==> config.mk <==
export PLATFORM = sky130hd
export DESIGN_NAME = sprite_rom_scheduler
export DESIGN_NICKNAME = d
export VERILOG_FILES = /design/src/rtl/sprite_rom_pkg.sv /design/src/rtl/sprite_rom_scheduler_rr_arbiter.sv /design/src/rtl/sprite_rom_scheduler.sv
export SDC_FILE = /design/constraint.sdc
export NUM_CORES = 1
export LEC_CHECK = 0
export BUFFER_PORTS_ARGS = -buffer_cell sky130_fd_sc_hd__buf_2
export CAP_MARGIN = 15
export CORE_MARGIN = 8
export CORE_UTILIZATION = 40
export DETAILED_ROUTE_END_ITERATION = 8
export PLACE_DENSITY = 0.75
export SYNTH_ARGS = -nofsm -noshare
export SYNTH_HDL_FRONTEND = slang
export SYNTH_SLANG_ARGS = --single-unit
export TNS_END_PERCENT = 5
==> constraint.sdc <==
create_clock -name vga_clk -period 1 [get_ports vga_clk]
set_input_delay 0.1 -clock vga_clk [delete_from_list [all_inputs] [get_ports vga_clk]]
set_output_delay 0.1 -clock vga_clk [all_outputs]
set_load 0.01 [all_outputs]
==> src/rtl/sprite_rom_pkg.sv <==
// Shared constants and the response tag type for the sprite-ROM scheduler.
package sprite_rom_pkg;

  localparam int NUM_SPRITES     = 2;
  localparam int SPR_ADDR_W      = 15;
  localparam int SPR_DATA_W      = 5;
  localparam int SPR_ROM_DEPTH   = 19200;
  localparam int TRANSPARENT_IDX = 0;

  // Wide enough for the largest supported requester count (8).
  localparam int IDW = 3;

  typedef struct packed {
    logic           vld;
    logic           oor;
    logic [IDW-1:0] id;
  } spr_tag_t;

endpackage

==> src/rtl/sprite_rom_scheduler_rr_arbiter.sv <==
// Combinational round-robin arbiter: the first asserted request at or after ptr
// (wrapping modulo N) wins. Outputs a one-hot grant and its encoded index.
module rr_arbiter #(
  parameter int N  = 2,
  parameter int IW = $clog2(N)
) (
  input  logic [N-1:0]  req,
  input  logic [IW-1:0] ptr,
  output logic [N-1:0]  grant,
  output logic [IW-1:0] idx,
  output logic          any
);

  logic [IW-1:0] cand;

  // Walk from the farthest candidate back to ptr so the nearest one wins.
  always_comb begin
    grant = '0;
    idx   = '0;
    any   = 1'b0;
    cand  = '0;
    for (int k = N - 1; k >= 0; k--) begin
      cand = IW'((int'(ptr) + k) % N);
      if (req[cand]) begin
        grant       = '0;
        grant[cand] = 1'b1;
        idx         = cand;
        any         = 1'b1;
      end
    end
  end

endmodule

==> src/rtl/sprite_rom_scheduler.sv <==
// Round-robin sharing of one synchronous sprite-ROM port between NUM_REQ requesters.
// Optional SPRITE_ROM_RANGE_CHECK_EN: out-of-range addresses skip the ROM and return TRANSPARENT_IDX.
module sprite_rom_scheduler
  import sprite_rom_pkg::*;
#(
  parameter int NUM_REQ   = NUM_SPRITES,
  parameter int ADDR_W    = SPR_ADDR_W,
  parameter int DATA_W    = SPR_DATA_W,
  parameter int ROM_DEPTH = SPR_ROM_DEPTH,
  parameter int ROM_LAT   = 1,
  localparam int IW       = $clog2(NUM_REQ)
) (
  input  logic                      vga_clk,
  input  logic                      reset_n,
  input  logic [NUM_REQ-1:0]        req_valid,
  input  logic [NUM_REQ*ADDR_W-1:0] req_addr,
  output logic [NUM_REQ-1:0]        req_ready,
  output logic                      rom_en,
  output logic [ADDR_W-1:0]         rom_addr,
  input  logic [DATA_W-1:0]         rom_q,
  output logic [NUM_REQ-1:0]        rsp_valid,
  output logic [DATA_W-1:0]         rsp_data,
  output logic [IW-1:0]             rsp_id,
  output logic                      busy
);

  if (NUM_REQ < 2 || NUM_REQ > 8 || ROM_LAT < 1 || ROM_LAT > 3 ||
      ROM_DEPTH < 1 || ROM_DEPTH > (1 << ADDR_W)) begin : g_bad_params
    $error("sprite_rom_scheduler: unsupported parameter combination");
  end

  logic [IW-1:0]     rr_ptr_q, rr_ptr_d, gnt_idx;
  logic              gnt_any, gnt_oor;
  logic [ADDR_W-1:0] gnt_addr;
  logic              rom_en_q, rom_en_d;
  logic [ADDR_W-1:0] rom_addr_q, rom_addr_d;
  logic [DATA_W-1:0] rsp_data_q;
  logic [IW-1:0]     rsp_id_q;
  spr_tag_t          tag_d, tag_out;
  spr_tag_t          tag_q [ROM_LAT+1];

  rr_arbiter #(.N(NUM_REQ), .IW(IW)) u_arb (
    .req   (req_valid),
    .ptr   (rr_ptr_q),
    .grant (req_ready),
    .idx   (gnt_idx),
    .any   (gnt_any)
  );

  always_comb begin
    gnt_addr = '0;
    for (int i = 0; i < NUM_REQ; i++)
      if (req_ready[i]) gnt_addr = req_addr[i*ADDR_W +: ADDR_W];
  end

`ifdef SPRITE_ROM_RANGE_CHECK_EN
  assign gnt_oor = (32'(gnt_addr) >= ROM_DEPTH);
`else
  assign gnt_oor = 1'b0;
`endif

  always_comb begin
    rr_ptr_d   = rr_ptr_q;
    rom_addr_d = rom_addr_q;
    rom_en_d   = gnt_any & ~gnt_oor;
    tag_d      = '0;
    if (gnt_any) begin
      rr_ptr_d   = (gnt_idx == IW'(NUM_REQ - 1)) ? '0 : gnt_idx + IW'(1);
      rom_addr_d = gnt_addr;
      tag_d.vld  = 1'b1;
      tag_d.oor  = gnt_oor;
      tag_d.id   = IDW'(gnt_idx);
    end
  end

  always_ff @(posedge vga_clk or negedge reset_n) begin
    if (!reset_n) begin
      rr_ptr_q   <= '0;
      rom_en_q   <= 1'b0;
      rom_addr_q <= '0;
      rsp_data_q <= '0;
      rsp_id_q   <= '0;
      for (int i = 0; i <= ROM_LAT; i++) tag_q[i] <= '0;
    end else begin
      rr_ptr_q   <= rr_ptr_d;
      rom_en_q   <= rom_en_d;
      rom_addr_q <= rom_addr_d;
      rsp_data_q <= rsp_data;
      rsp_id_q   <= rsp_id;
      tag_q[0]   <= tag_d;
      for (int i = 1; i <= ROM_LAT; i++) tag_q[i] <= tag_q[i-1];
    end
  end

  // The last tag stage lines up with rom_q, so the response is formed combinationally.
  assign tag_out = tag_q[ROM_LAT];

  always_comb begin
    rsp_valid = '0;
    rsp_data  = rsp_data_q;
    rsp_id    = rsp_id_q;
    if (tag_out.vld) begin
      rsp_valid[IW'(tag_out.id)] = 1'b1;
      rsp_id   = IW'(tag_out.id);
      rsp_data = tag_out.oor ? DATA_W'(TRANSPARENT_IDX) : rom_q;
    end
  end

  always_comb begin
    busy = 1'b0;
    for (int i = 0; i <= ROM_LAT; i++) busy = busy | tag_q[i].vld;
  end

  assign rom_en   = rom_en_q;
  assign rom_addr = rom_addr_q;

endmodule

Word level (Yosys, flattened, before mapping)
Index checks and enable logic that the tools add are counted.
{ "totals": {"inputBits": 39, "reg_bits": 29, "latch_bits": 0, "ramBits": 0, "n_memories": 0, "output_inout_bits": 27, "word_cells": 47, "rom_bits": 0} }
{ "classes": {"mul": 0, "bitwise": 1, "shifts": 0, "add_sub_neg": 2, "order_cmp": 6, "div_mod_pow": 0, "eq_ne": 0, "muxes": 24, "reduce_logical": 3} }
{ "ops": {"columns": ["cell", "count"], "rows": [
  ["$mux 15", 2],
  ["$mux 5", 3],
  ["$mux 1", 13],
  ["$lt 1x2->1 const B", 3],
  ["$mux 2", 3],
  ["$demux 1 s1", 3],
  ["$ge 1x1->1 const B", 3],
  ["$logic_and 1x1->1", 3],
  ["$add 1x1->1 const B", 2],
  ["$or 1x1->1", 1]
]} }

Depth between registers and ports, before layout
Gate-level depths: netlist of the first run.
{ "logic_depth": {"word_depth": 9, "mapped_depth": 5, "depth_no_buf": 3} }

By module
Synthesis of the first run repeated with hierarchy kept, for this count alone.
{ "hier_totals": {"hier_cells": 111, "hier_area_um2": 1167.4} }
{ "modules_own_cells": {"columns": ["module", "cells_each", "instances", "area_per_inst_um2", "seq_area_each_um2"], "rows": [
  ["sprite_rom_scheduler", 106, 1, 1134.8, 650.6],
  ["rr_arbiter", 5, 1, 32.5, 0.0]
]} }

Least setup slack after synthesis of the first run
No wires, ideal clock.
{ "synth_timing": {"path_kind": "register to output", "from": "register rr_ptr_q", "to": "output port req_ready[1]", "stages_incl_launch_ff": 4, "slack_ps": -49, "required_ps": 900, "t_arrival_ps": 949, "n_path_buf": 1, "path_cell_list": "dfrtp_1 > buf_2 > inv_1 > a21boi_0"} }
{ "synth_between": {"elab_chain_cells": 7, "elab_cells_between_ends": 17, "cone_classes": "add/sub (1); order compare (4); mux (10); reduce/logical (2)"} }
{ "synth_rtl": {"columns": ["item", "line_no", "rtl"], "rows": [
  ["start: declaration", "sprite_rom_scheduler.sv:32", "logic [IW-1:0] rr_ptr_q, rr_ptr_d, gnt_idx;"],
  ["start signal: assignment", "sprite_rom_scheduler.sv:85", "rr_ptr_q <= rr_ptr_d;"],
  ["$add 1x1->1", "sprite_rom_scheduler_rr_arbiter.sv:23", "cand = IW'((int'(ptr) + k) % N);"],
  ["$lt 1x2->1 (implied by the code) / $ge 1x1->1 (equally long branches)", "sprite_rom_scheduler_rr_arbiter.sv:26", "grant[cand] = 1'b1;"],
  ["$logic_and 1x1->1 (implied by the code)", "sprite_rom_scheduler_rr_arbiter.sv:26", null],
  ["$mux 1 (implied by the code)", "sprite_rom_scheduler_rr_arbiter.sv:26", null],
  ["$demux 1 s1", null, null],
  ["$mux 2", "sprite_rom_scheduler_rr_arbiter.sv:24", "if (req[cand]) begin"],
  ["$mux 2 *", "sprite_rom_scheduler_rr_arbiter.sv:24", null],
  ["end: declaration", "sprite_rom_scheduler.sv:17", "output logic [NUM_REQ-1:0] req_ready,"]
]} }
Every way passes the cells marked *; elsewhere a longest branch is shown, timed or not. The select of a mux whose other input is x is not followed.

Worst setup path in the final report of the first run
{ "layout_timing": {"from": "register tag_q (netlist bit tag_out[4])", "to": "output port rsp_data[3]"} }
{ "layout_between": {"elab_chain_cells": 1} }
{ "layout_rtl": {"columns": ["item", "line_no", "rtl"], "rows": [
  ["start: declaration", "sprite_rom_scheduler.sv:40", "spr_tag_t tag_q [ROM_LAT+1];"],
  ["$mux 5", "sprite_rom_scheduler.sv:102", "if (tag_out.vld) begin"],
  ["end: declaration", "sprite_rom_scheduler.sv:22", "output logic [DATA_W-1:0] rsp_data,"]
]} }
Every way passes these cells.

==> results.cfg, run 1 <==
[logic_synthesis]
syn_area_per_cell_sq_um = 11.2
yosysWarnings = 0
netlist_instances = 114
syn_nets = 153
yosysSeqAreaShare_pct = 50.7
synth_seq_cells = 26
syn_area_sq_um = 1280
synth_cell_type_count = 19

[sta]
min_period_ps = 1410
setup_viol = 26
worst_slack_ps = -407
rsz0062_at_grt = true
skew_ps = 6.24
finalMaxSlewViolations = 0
hold_viol_final = 0
max_slew_margin_pct = 67.3
max_freq_mhz = 711
worst_pin_slew_ps = 491
fin_crit_sh_pct = 141

[clocking]
insertion_delay_ps = 320
cts_buffer_depth = 2
cts_tree = yes
htreeDepth = 1
cts-root-buf = clkbuf_4
hold_buffers = 2
numCtsBuffers = 3
cts_sinks = 26
path_clk_slew_ps = 140

[finish]
fill_cells = 273
design_area_sq_um = 1770
drive_above_1_share_pct = 50.8
postLayoutCoreUtil_pct = 58.0
antenna_cells = 0
fin_cells = 227
area_growth_pct = 38.0
final_nets = 223

[setup_path]
critPathKind = reg2out
worstSetupStartpointType = flop
cp_max_fo = 9
setup.worst_path.end_class = output pin
cp.arrival_ps = 1310
required_ps = 900

[power]
total_leakage_power_nw = 0.919
total_power_mw = 2.64
power_density_nw_per_um2 = 1490
ir_worst_vdd_uv = 1190

[die]
initial_core_util_pct = 42.0
dieArea_sq_um = 5270
io_pins = 66
die_width_um = 72.6
fp.dieH_um = 72.6
core_sq_um = 3050
rows = 20

[route]
via_per_inst = 5.15
num_vias = 1168
drcViolationCount = 0
drt_iter0_drc = 36
routed_wl_mm = 3.47
route.detailed.wl_per_inst_um = 15.3
ant_nets = 0
dr.pass1.iters = 4

[status]
violations = negative setup slack
outcome = finished, violations left

[global_route]
track_usage_pct = 13.4
grt_pass1_vias = 1219
antenna_found_initial = 0
grt_max_degree = 30
grt_overflow = 0
grt_pass1_wl_mm = 5.75

[placement]
dp.final_hpwl_mm = 2.78
dp_cells = 221
gp_congestion = 0.818
io_buffer_count = 65
placed_area_sq_um = 1660
dp_worst_setup_slack_ps = -126

[job]
drv_cap = 0

[hold_path]
hold_path.class = in2reg
[where the power goes]
group	internal, mW	switching, mW
clock	0.405	0.307
sequential	1.17	0.0724
combinational	0.337	0.344
total	1.92	0.724
[registers in the layout (all words and copies together) (netlist names)]
signal,cells
rom_addr,15
rom_en,1
tag_q,1
rsp_data_q,5
tag_out,2
rr_ptr_q,1
rsp_id_q,1
[cell usage after synthesis, drive strengths merged]
cell type | n | area share, %
or2 | 2 | 0.98
and2 | 1 | 0.49
a31oi | 15 | 7.3
nand2 | 2 | 1.2
a21boi | 2 | 1.2
mux2 | 6 | 5.3
o21ai | 15 | 5.9
dfrtp | 26 | 51
o21a | 1 | 0.59
and3 | 15 | 7.3
inv | 2 | 0.59
clkbuf | 1 | 0.29
buf | 10 | 6.0
mux2i | 15 | 12
nor2b | 1 | 0.49
[cells by family after synthesis]
family                 count (synthesis)  synth area share (%)
muxes                                 21                  17.0
and+or+nand+nor                       21                  10.4
AOI/OAI and AO/OA                     33                  14.9
buffers and inverters                 13                  6.93
DFF                                   26                  50.7
[layout by cell type, fill, tap and decap left out]
cell type,instances
buf_12,1
and2_1,1
or2_2,2
o21ai_1,15
dfrtp_1,24
bufinv_16,1
and3_1,12
inv_1,2
nor2b_1,1
mux2i_1,15
mux2_2,6
a21boi_2,1
a31oi_1,15
o21a_1,1
buf_4,6
a21boi_0,1
dlygate4sd3_1,2
dfrtp_2,2
nand2_4,1
and3_4,3
nand2_1,1
buf_2,64
buf_6,3
clkbuf_4,3
[area by class of cell]
class | count | area [sq um] | area share, %
sequential | 26 | 653 | 36.9
multi-input combinational | 75 | 562 | 31.8
timing repair buffer | 76 | 439 | 24.8
tap | 44 | 55.1 | 3.11
clock inverter | 1 | 30.0 | 1.70
clock buffer | 3 | 22.5 | 1.27
inverter | 2 | 7.51 | 0.424
[critical path: stages (launching register included)]
cell and delay, ps:
dfrtp_2 470, mux2_2 370, buf_2 150
[layer usage]
layer	up-vias	global-route usage, %	wire length [um]
li1	558	-	-
met1	573	14.1	1350
met2	35	25.9	1890
met3	2	3.71	203
met4	0	2.22	23
met5	-	0	0
[path summary, 6_finish.rpt]
path / slack [ps] / to / start / cells past startpoint
worst min-delay path: 10 / rom_addr[7] / req_addr[7] / 3
max in group asynchronous: 320 / tag_out[4] / reset_n / 3
min in group asynchronous: 190 / rom_addr[3] / reset_n / 2
worst max register to register: -110 / rom_addr[8] / rr_ptr_q / 4
worst min register to register: 380 / tag_out[0] / tag_q[5] / 0
worst max-delay path: -410 / rsp_data[3] / tag_out[4] / 2
[metrics by stage]
step | hold slack [ps] | setup TNS, ps
2_1_floorplan | -196 | -362
3_3_place_gp | 9.37 | -1170
3_5_place_dp | 14.9 | -1890
4_1_cts | 0.376 | -5480
5_1_grt | -9.43 | -6970
6_report | 10.9 | -4960
[repair_timing]
item	4_1_cts	5_1_grt
hold endpoints to repair	26	2
buffers inserted	0	0
endpoints found under the setup margin	33	40
resized for setup	4	8
(Power assumes the default switching activity.)
==> run 2: changes to the inputs <==
--- a/config.mk
+++ b/config.mk
@@ -5,12 +5,14 @@
 export SDC_FILE = /design/constraint.sdc
 export NUM_CORES = 1
 export LEC_CHECK = 0
+export ABC_AREA = 1
 export BUFFER_PORTS_ARGS = -buffer_cell sky130_fd_sc_hd__buf_2
 export CAP_MARGIN = 15
 export CORE_MARGIN = 8
-export CORE_UTILIZATION = 40
+export CORE_UTILIZATION = 42
 export DETAILED_ROUTE_END_ITERATION = 8
-export PLACE_DENSITY = 0.75
+export HOLD_SLACK_MARGIN = 0.08
+export PLACE_DENSITY = 0.76
 export SYNTH_ARGS = -nofsm -noshare
 export SYNTH_HDL_FRONTEND = slang
 export SYNTH_SLANG_ARGS = --single-unit
==> run 2 against run 1 <==
  * The run still ends with negative setup slack left
  * Clock skew about the same
  * Critical path depth increased by 3
  * Setup slack gained 98 ps
  * Register-to-register slack lost 130 ps
  * Cell count is 37% higher
  * Maximum frequency grew 7.5%
  * First-iteration DRC count grew 25%
  * Synthesized cell count increased by 43%
  * Total power up 19%
  * Global-route usage is 1.9 points higher
  * Utilization increased by 10 points
  * Critical path type unchanged
  * Largest power group unchanged
==> results.cfg, run 2 <==
[status]
outcome = finished, violations left
violations = negative setup slack

[global_route]
grt_max_degree = 18
grt_pass1_wl_mm = 6.60
track_usage_pct = 15.4
antenna_found_initial = 0
grt_pass1_vias = 1420
grt_overflow = 0

[sta]
fin_crit_sh_pct = 131
skew_ps = 6.42
max_freq_mhz = 764
rsz0062_at_grt = true
worst_slack_ps = -309
setup_viol = 31
hold_viol_final = 0
max_slew_margin_pct = 76.0
finalMaxSlewViolations = 0
worst_pin_slew_ps = 359
min_period_ps = 1310

[route]
drcViolationCount = 0
dr.pass1.iters = 4
route.detailed.wl_per_inst_um = 13.1
num_vias = 1396
ant_nets = 0
routed_wl_mm = 4.07
drt_iter0_drc = 45
via_per_inst = 4.50

[job]
drv_cap = 0

[placement]
dp.final_hpwl_mm = 2.83
dp_worst_setup_slack_ps = -101
io_buffer_count = 65
gp_congestion = 0.733

[power]
p_sw_mw = 1.00
swShare_pct = 31.9
total_leakage_power_nw = 1.22
p_seq_share_pct = 41.7
p_int_mw = 2.14
pwr-share-clk_pct = 23.1
power_density_nw_per_um2 = 1400
total_power_mw = 3.14
ir_worst_vdd_uv = 592
pwr-share-comb_pct = 35.2

[logic_synthesis]
synth_seq_cells = 26
syn_area_sq_um = 1430
synth_cell_type_count = 19
synth_edf_count = 0
synth_top_area_cell = dfrtp_1
synth_common_cells = 50 x nand2_1, 26 x dfrtp_1, 26 x nand3_1
syn_area_per_cell_sq_um = 8.77
yosys-top-cells-area = dfrtp_1 45%, nand3_2 13%, nand2_1 13%
netlist_instances = 163
yosysMostFrequentCell = nand2_1
synthFlopType = dfrtp_1
syn_nets = 202
async_flop_share_pct = 100
yosysWarnings = 0
synth_top_area_share_pct = 45.5
yosysSeqAreaShare_pct = 45.5

[die]
core_sq_um = 3310
initial_core_util_pct = 43.2
io_pins = 66
die_width_um = 74.4
dieArea_sq_um = 5530
rows = 21
fp.dieH_um = 74.4

[hold_path]
hold_path.class = in2reg

[setup_path]
worstSetupStartpointType = flop
setup.worst_path.end_class = output pin
cp.arrival_ps = 1210
critPathKind = reg2out
cp_max_fo = 3
ff2ff_setup_slack_ps = -240
required_ps = 900

[clocking]
cts_tree = yes
htreeDepth = 1
cts-root-buf = clkbuf_4
insertion_delay_ps = 330
path_clk_slew_ps = 140
cts_sinks = 26
hold_buffers = 28
cts_buffer_depth = 2
numCtsBuffers = 3

[finish]
fill_cells = 275
layout_common_cells = 57 x buf_2, 46 x nand2_1, 28 x dlygate4sd3_1
area_growth_pct = 57.3
final_nets = 304
antenna_cells = 0
multi_input_area_sq_um = 642
largest_reg_flops = 15
final_common_cell = buf_2
drive_above_1_share_pct = 45.5
register_area_sq_um = 652
run 2: timing repair:
item,4_1_cts,5_1_grt
pin swaps,8,5
hold endpoints to repair,46,4
setup endpoints to repair,34,42
buffers inserted,2,4
gates resized for setup,9,14
run 2: per-layer routing:
| metal | global-route usage [%] | share of wire [%] | vias up |
|---|---|---|---|
| met5 | 0 | 0 | - |
| met4 | 6.52 | 2.2 | 0 |
| met3 | 2.43 | 6.2 | 7 |
| met2 | 27.7 | 52 | 50 |
| met1 | 17.4 | 40 | 619 |
| li1 | - | - | 720 |
run 2: cells by family (layout without fill, tap and decap cells):
group	after synthesis	in the layout	share of synthesized area [%]
and+or+nand+nor	106	106	42.0
buffers and inverters	30	131	12.2
DFF	26	26	45.5
AOI/OAI and AO/OA	1	1	0.350
run 2: path summary, 6_finish.rpt:
check	from	end	depth (start not counted)
hold reg to reg	tag_q[5]	tag_out[0]	0
setup / recovery	rr_ptr_q	req_ready[0]	5
max in group asynchronous	reset_n	rom_addr[6]	3
hold / removal	rom_q[4]	rsp_data_q[4]	3
setup reg to reg	rr_ptr_q	rom_addr[14]	6
min in group asynchronous	reset_n	rom_addr[13]	2
run 2: power groups by stage:
stage / clock, mW / sequential (mW) / combinational [mW]
floorplan: 0 / 1.36 / 0.526
global placement: 0 / 1.31 / 0.862
detailed placement: 0 / 1.32 / 0.877
CTS: 0.740 / 1.30 / 1.01
global route: 0.775 / 1.33 / 1.22
finish: 0.727 / 1.31 / 1.11
run 2: final cells by class:
cell class              count  area share (%)
flip-flops and latches     26            29.0
inverters                  21            3.62
clock inverters             1            1.33
multi-input cells         107            28.5
repair buffers            106            34.0
clock buffers               3            1.00
well taps                  46            2.56
run 2: per-stage QoR:
stage | cells | setup TNS (ps) | hold WS, ps | instance area [sq um] | utilization, %
global route | 310 | -8030 | 13.1 | 2250 | 68.0
floorplan | 163 | -229 | -196 | 1430 | -
global placement | 272 | -788 | 27.9 | 1770 | 53.6
detailed placement | 272 | -1120 | 28.8 | 1770 | 53.6
finish | 310 | -5920 | 0.976 | 2250 | 68.0
CTS | 306 | -6040 | -23.6 | 2160 | 65.2
run 2: critical path: stages, from the launching register on:
cell and delay (ps):
dfrtp_2 470, nand2_4 90, inv_4 30, buf_6 110
nor2_4 80, buf_6 100
==> run 3: changes to the inputs <==
--- a/config.mk
+++ b/config.mk
@@ -6,7 +6,7 @@
 export NUM_CORES = 1
 export LEC_CHECK = 0
 export ABC_AREA = 1
-export BUFFER_PORTS_ARGS = -buffer_cell sky130_fd_sc_hd__buf_2
+export BUFFER_PORTS_ARGS = -buffer_cell sky130_fd_sc_hd__buf_4
 export CAP_MARGIN = 15
 export CORE_MARGIN = 8
 export CORE_UTILIZATION = 42
==> run 3 against run 2 <==
  * The run ends with negative hold slack, negative setup slack left
  * Via count shrank 1.8%
  * Clock power shrank 36%
  * Maximum frequency shrank 0.18%
  * Global-route usage shrank 0.90 points
  * Sequential share of layout area shrank 1.8 points
  * Cell count shrank 4.2%
  * Critical path type unchanged
  * Largest cell class unchanged
  * Largest power group is now combinational cells
==> results.cfg, run 3 (synthesized netlist as in run 2, its figures left out) <==
[status]
outcome = finished, violations left
violations = negative hold slack, negative setup slack

[die]
io_pins = 66
die_width_um = 74.4
initial_core_util_pct = 43.2
fp.dieH_um = 74.4
core_sq_um = 3310
rows = 21
dieArea_sq_um = 5530

[sta]
tns_ps = -6160
skew_ps = 2.07
worst_pin_slew_ps = 323
rsz0062_at_grt = true
worst_slack_ps = -312
holdWs_ps = -6.62
max_freq_mhz = 762
setup_viol = 27
hold_viol_final = 3
max_slew_margin_pct = 78.4
finalMaxSlewViolations = 0
min_period_ps = 1310
fin_crit_sh_pct = 131

[route]
drcViolationCount = 0
via_per_inst = 4.62
routed_wl_mm = 4.34
dr.pass1.iters = 4
drt_iter0_drc = 95
num_vias = 1371
ant_nets = 0
route.detailed.wl_per_inst_um = 14.6

[placement]
dp.final_hpwl_mm = 2.85
placed_area_sq_um = 1930
io_buffer_count = 65
dp_cells = 270
gp_congestion = 0.730
dp_worst_setup_slack_ps = -124

[finish]
multi_input_area_sq_um = 721
postLayoutCoreUtil_pct = 72.3
largest_reg_flops = 15
layout_common_cells = 48 x buf_4, 37 x nand2_1, 27 x buf_6
fin_cells = 297
drive_above_1_share_pct = 51.4
antenna_cells = 0
register_area_sq_um = 652
area_growth_pct = 67.5
fill_cells = 258
design_area_sq_um = 2390
final_nets = 291
final_common_cell = buf_4

[clocking]
path_clk_slew_ps = 130
cts_buffer_depth = 2
cts-root-buf = clkbuf_4
cts_sinks = 26
numCtsBuffers = 3
cts_tree = yes
insertion_delay_ps = 320
htreeDepth = 1

[power]
power_density_nw_per_um2 = 1320
total_power_mw = 3.17
ir_worst_vdd_uv = 584
total_leakage_power_nw = 1.24

[setup_path]
critPathKind = reg2out
regToRegEndpoint = rom_addr[14]
required_ps = 900
ff2ff_setup_slack_ps = -260
crit_end = req_ready[0]
crit_start = rr_ptr_q
setup.worst_path.end_class = output pin
cp_max_fo = 3
cp.arrival_ps = 1210
timing.rr.start = rr_ptr_q
worstSetupStartpointType = flop
worstRegToRegCells = 8

[hold_path]
min_from = rom_q[2]
hold_path.class = in2reg

[global_route]
antenna_found_initial = 0
track_usage_pct = 14.5
grt_overflow = 0
grt_pass1_vias = 1259
grt_pass1_wl_mm = 6.15
grt_max_degree = 27

[job]
drv_cap = 0
[run 3: final cells by class]
cell class / instances / share of cell area [%]
Inverter: 21 / 3.92
Timing Repair Buffer: 91 / 35.3
Tap cell: 46 / 2.40
Multi-Input combinational cell: 109 / 30.1
Sequential cell: 26 / 27.2
Clock buffer: 4 / 1.10
[run 3: critical path, cell delays in order (launching register included)]
cell and delay [ps]:
dfrtp_2 470, nand2_4 100, inv_4 40, buf_6 110, nor2_2 60, buf_4 120
[run 3: worst min path at each step]
stage,cells past startpoint,slack [ps],endpoint
finish,3,-7,rsp_data_q[2]
global route,3,-30,rsp_data_q[2]
CTS,3,-9,rsp_data_q[0]
detailed placement,1,20,rsp_data_q[3]
global placement,1,20,rsp_data_q[2]
floorplan,0,-200,rom_addr[0]
[run 3: per-layer routing]
layer	track usage, %	wire length (um)	vias up
li1	-	-	691
met1	16.7	1700	622
met2	24.1	2280	52
met3	4.99	290	6
met4	5.22	65	0
met5	0	0	-
[run 3: where the power goes]
part / total [mW] / switching, mW / internal [mW]
Combinational: 1.38 / 0.660 / 0.717
Clock: 0.464 / 0.308 / 0.156
Sequential: 1.33 / 0.123 / 1.21
Total: 3.17 / 1.09 / 2.08
[run 3: what timing repair did]
action,CTS,global route
hold buffers,12,2
hold endpoints to repair,40,7
pin swaps,9,9
setup endpoints to repair,29,43
gates cloned,0,2
setup buffers,2,5
gates resized for setup,23,33
